$ cat src/rtl/inst_fetch.sv
`default_nettype none
// ============================================================================
// Module   : inst_fetch
// Brief    : RV64 fetch stage; one outstanding I-mem read, single-entry
//            instruction buffer, execute-driven redirect with stale-drop.
// Revision : 1.0 - initial release
// ============================================================================
module inst_fetch #(
    parameter logic [63:0] RESET_PC = 64'h0000_0000_8000_0000
) (
    input  logic        clk,
    input  logic        rst_n,
    output logic        imem_req_valid,
    input  logic        imem_req_ready,
    output logic [63:0] imem_req_addr,
    input  logic        imem_rsp_valid,
    input  logic [31:0] imem_rsp_data,
    input  logic        redirect_valid,
    input  logic [63:0] redirect_target,
    output logic        out_valid,
    input  logic        out_ready,
    output logic [31:0] out_inst,
    output logic [63:0] out_pc,
    output logic [63:0] inst_count
);

    localparam logic [63:0] PC_STEP       = 64'd4;
    localparam logic [63:0] PC_ALIGN_MASK = ~64'h3;

    typedef enum logic [1:0] {
        ST_REQ  = 2'd0,
        ST_WAIT = 2'd1,
        ST_HOLD = 2'd2
    } state_t;

    state_t      state;
    state_t      state_nxt;
    logic [63:0] pc;
    logic [63:0] pc_nxt;
    logic [63:0] pc_buf;
    logic [63:0] pc_buf_nxt;
    logic [31:0] inst_buf;
    logic [31:0] inst_buf_nxt;
    logic        drop;
    logic        drop_nxt;
    logic [63:0] count_nxt;

    // Request is gated by rst_n so nothing is offered to memory while in reset.
    assign imem_req_valid = (state == ST_REQ) && rst_n;
    assign imem_req_addr  = pc;
    assign out_valid      = (state == ST_HOLD);
    assign out_inst       = inst_buf;
    assign out_pc         = pc_buf;

    always_ff @(posedge clk or negedge rst_n) begin
        if (!rst_n) begin
            state      <= ST_REQ;
            pc         <= RESET_PC;
            pc_buf     <= 64'd0;
            inst_buf   <= 32'd0;
            drop       <= 1'b0;
            inst_count <= 64'd0;
        end else begin
            state      <= state_nxt;
            pc         <= pc_nxt;
            pc_buf     <= pc_buf_nxt;
            inst_buf   <= inst_buf_nxt;
            drop       <= drop_nxt;
            inst_count <= count_nxt;
        end
    end

    always_comb begin
        state_nxt    = state;
        pc_nxt       = pc;
        pc_buf_nxt   = pc_buf;
        inst_buf_nxt = inst_buf;
        drop_nxt     = drop;
        count_nxt    = inst_count;

        case (state)
            ST_REQ: begin
                if (imem_req_ready) begin
                    pc_buf_nxt = pc;
                    state_nxt  = ST_WAIT;
                    // Old-PC request already left; its response must be discarded.
                    drop_nxt   = redirect_valid;
                end
            end
            ST_WAIT: begin
                if (imem_rsp_valid) begin
                    if (drop || redirect_valid) begin
                        drop_nxt  = 1'b0;
                        state_nxt = ST_REQ;
                    end else begin
                        inst_buf_nxt = imem_rsp_data;
                        state_nxt    = ST_HOLD;
                    end
                end else if (redirect_valid) begin
                    drop_nxt = 1'b1;
                end
            end
            ST_HOLD: begin
                if (redirect_valid) begin
                    state_nxt = ST_REQ;
                end else if (out_ready) begin
                    pc_nxt    = pc_buf + PC_STEP;
                    count_nxt = inst_count + 64'd1;
                    state_nxt = ST_REQ;
                end
            end
            default: begin
                state_nxt = ST_REQ;
            end
        endcase

        // Redirect overrides every other PC update in any state.
        if (redirect_valid) begin
            pc_nxt = redirect_target & PC_ALIGN_MASK;
        end
    end

endmodule
`default_nettype wire

$ cat config.mk
export PLATFORM = sky130hd
export DESIGN_NAME = inst_fetch
export DESIGN_NICKNAME = d
export VERILOG_FILES = /design/src/rtl/inst_fetch.sv
export SDC_FILE = /design/constraint.sdc
export NUM_CORES = 1
export LEC_CHECK = 0
export CAP_MARGIN = 20
export CORE_MARGIN = 2
export CORE_UTILIZATION = 30
export CTS_BUF_LIST = sky130_fd_sc_hd__clkbuf_8
export DETAILED_ROUTE_END_ITERATION = 10
export GPL_ROUTABILITY_DRIVEN = 1
export PLACE_DENSITY = 0.61
export SYNTH_ARGS = -nofsm -noshare
export SYNTH_HDL_FRONTEND = slang
export SYNTH_SLANG_ARGS = --single-unit
$ cat constraint.sdc
create_clock -name clk -period 3.3 [get_ports clk]
set_input_delay 0.66 -clock clk [delete_from_list [all_inputs] [get_ports clk]]
set_output_delay 0.66 -clock clk [all_outputs]
set_load 0.05 [all_outputs]
==> reports/qor.yml <==
outcome: "finished, final reports clean"
syn-cell-area_um2: 10740
drc: 0
seqPwrFrac_pct: 35.8
critPathLaunchType: "flop"
clkPwrFrac_pct: 25.3
ctsRootBufferMaster: "clkbuf_8"
netlist-cell-type-count: 45
cap_violations: 0
cp_cell_sequence: "nor2b_1, clkdlybuf4s50_1"
period_share_pct: 88.37
p_sw_mw: 4.476
power_frac_comb_pct: 38.9
rows: 69
clock-sinks: 227
reg2regPathDepth: 7
yosysSeqAreaShare_pct: 52.91
grt_usage_pct: 18.47
initial_core_util_pct: 30.34
tightest_slew_ns: 0.8853
placed_area_um2: 14600
async_flop_share_pct: 100.0
finalSetupViolCount: 0
post_cts_buffers: 0
drt-vias-per-instance: 4.905
cts_htree_levels: 2
place_inst: 1768
grt_antenna_before_repair: 2
cp-endpoint: "out_valid"
drive_gt1_share_pct: 14.32
period_minus_slack_ns: 2.916
grt_max_degree: 135
synth_flop_cell: "dfrtp_1"
synth_edf_count: 0
ys_ff_latch: 227
grt_first_pass_wirelength_um: 54810
wl_per_cell_um: 18.83
drtIter0Drc: 381
pin_count: 328
final_cell_mix: "322 x clkdlybuf4s50_1, 226 x dfrtp_1, 132 x nand2_1"
required_ns: 2.64
p_leak_nw: 6.348
report.final.slew_viol_count: 0
tritoncts: "done"
num_vias: 9054
ys_warn_count: 0
dieArea_um2: 37330
die_w_um: 193.2
postSynthAreaPerCell_um2: 10.69
chipHeight_um: 193.2
coreArea_um2: 35400
place_congestion: 0.7685
ant_nets: 0
routed_wl_um: 34770
critPathLaunch: "state[1]$_DFFE_PN0P_"
r2r-start: "out_pc[2]$_DFFE_PN0P_"
synth_nets: 1109
cts.path.max_buffers: 3
path_class: "reg2out"
final.setup.tns_ns: 0
final_common_cell: "clkdlybuf4s50_1"
hold_violations: 0
swShare_pct: 41.21
area_growth_pct: 44.01
final_util_pct: 43.69
io_buffer_count: 325
r2r_setup_slack_ns: 0.60
hp-class: "reg2reg"
dr.pass1.iters: 5
max_freq_ghz: 0.3429
grt_pass1_vias: 9349
numCtsBuffers: 42
end_kind: "output pin"
clk_pin_slew_ns: 0.06
design_area_um2: 15460
layout.cells.non_filler: 1846
rsz0062_at_grt: "false"
cp_max_fo: 10
synth_cells: 1005
slew_headroom_pct: 40.98
power_density_nw_per_um2: 702.4
ir_drop_uv: 568.6
dp_hpwl_um: 24190
fin_skew_ns: 0.01136
p_int_mw: 6.387
final_nets: 1456
clkLatencyLatePin_ns: 0.58
grt_overflow: 0
critPathSlowestCell: "clkdlybuf4s50_1"
finalPower_mw: 10.86
worst_r2r_endpoint: "imem_req_addr[44]$_DFFE_PN0P_"
slowest_delay_ns: 0.86
cp.arrival_ns: 2.26
-- state kept, by name, indices dropped and copies added (netlist names) --
signal	cells
state	2
out_inst	32
inst_count	64
imem_req_addr	64
drop	1
out_pc	64
-- layer usage --
layer  part of all wire (%)  up-vias  track usage [%]
li1                       -     4228                -
met1                     45     4450            23.88
met2                     45      314            28.41
met3                    7.7       60            6.294
met4                    2.8        2            7.351
met5                  0.035        -                0
-- worst max-delay path, delay by kind of cell (launching register included) --
| family | cells | cell delay, ns |
|---|---|---|
| buf+inv | 1 | 0.86 |
| flops | 1 | 0.52 |
| simple gates | 1 | 0.30 |
-- cell usage after synthesis, types with 2 or more instances --
cell	instances	share of area (%)
nor2_1	60	2.1
and3_1	13	0.76
inv_1	18	0.63
xnor2_1	78	6.4
a311o_1	5	0.47
mux2i_1	15	1.4
nand2b_1	2	0.12
clkbuf_1	35	1.2
buf_1	8	0.28
or2_2	2	0.12
and2_1	4	0.23
nor4_1	6	0.35
or4_4	2	0.21
ha_1	2	0.23
nor2_2	2	0.12
nor3_2	6	0.56
and4_1	5	0.41
mux2_2	92	9.6
o21ai_0	47	2.2
nor2b_1	2	0.12
xor2_1	38	3.1
nand4_1	35	2.0
nand3_1	50	2.3
nand2_1	132	4.6
o221ai_1	19	1.5
or4_1	2	0.14
nor3b_1	16	1.1
a21oi_1	27	1.3
or3_1	10	0.58
nand3b_1	2	0.14
dfrtp_1	226	53
nor3_1	31	1.4
-- power groups by stage --
stage          sequential, mW  combinational [mW]  clock (mW)
6_report                 3.89                4.23        2.75
5_1_grt                  3.99                4.41        2.98
3_3_place_gp             3.91                4.23           0
4_1_cts                  3.89                4.26        2.87
2_1_floorplan            5.65               0.861           0
3_5_place_dp             3.93                4.25           0
-- per-stage QoR --
stage | hold WS (ns) | setup slack (ns)
floorplan | 0.3644 | 0.6061
global placement | 0.4584 | 0.4107
detailed placement | 0.4722 | 0.3391
CTS | 0.4828 | 0.3108
global route | 0.4873 | 0.2715
finish | 0.4794 | 0.3838
-- how the worst min path moves through the flow --
stage	slack (ns)	cells past startpoint	from	to
2_1_floorplan	0.36	0	rst_n	drop$_DFFE_PN0P_
3_3_place_gp	0.46	1	inst_count[63]$_DFFE_PN0P_	inst_count[63]$_DFFE_PN0P_
3_5_place_dp	0.47	1	inst_count[63]$_DFFE_PN0P_	inst_count[63]$_DFFE_PN0P_
4_1_cts	0.48	1	inst_count[63]$_DFFE_PN0P_	inst_count[63]$_DFFE_PN0P_
5_1_grt	0.49	1	inst_count[63]$_DFFE_PN0P_	inst_count[63]$_DFFE_PN0P_
6_report	0.48	1	inst_count[63]$_DFFE_PN0P_	inst_count[63]$_DFFE_PN0P_
-- cell type report --
type,count,area [µm²]
timing repair buffer,348,3453
clock inverter,18,70.07
fill,3416,19930
inverter,18,67.56
antenna,2,5.005
tap,461,576.8
sequential,227,5682
multi-input combinational,715,4826
clock buffer,57,784.5
-- timing repair --
| action | CTS | global route |
|---|---|---|
| hold buffers | 1 | 0 |
| gates resized for setup | 0 | 0 |
| hold endpoints to repair | 27 | 0 |
-- cells by family (layout without fill, tap and decap cells) --
family | count (synthesis) | after routing | synth area share (%)
AOI/OAI and AO/OA | 101 | 101 | 5.686
xor gates and xnor gates | 116 | 116 | 9.461
adders and majority gates | 2 | 2 | 0.2330
buffers and inverters | 63 | 441 | 2.284
DFF | 227 | 227 | 52.91
muxes | 107 | 107 | 11.05
other | 0 | 2 | 0
and+or+nand+nor | 389 | 389 | 18.39
(Power assumes the default switching activity.)
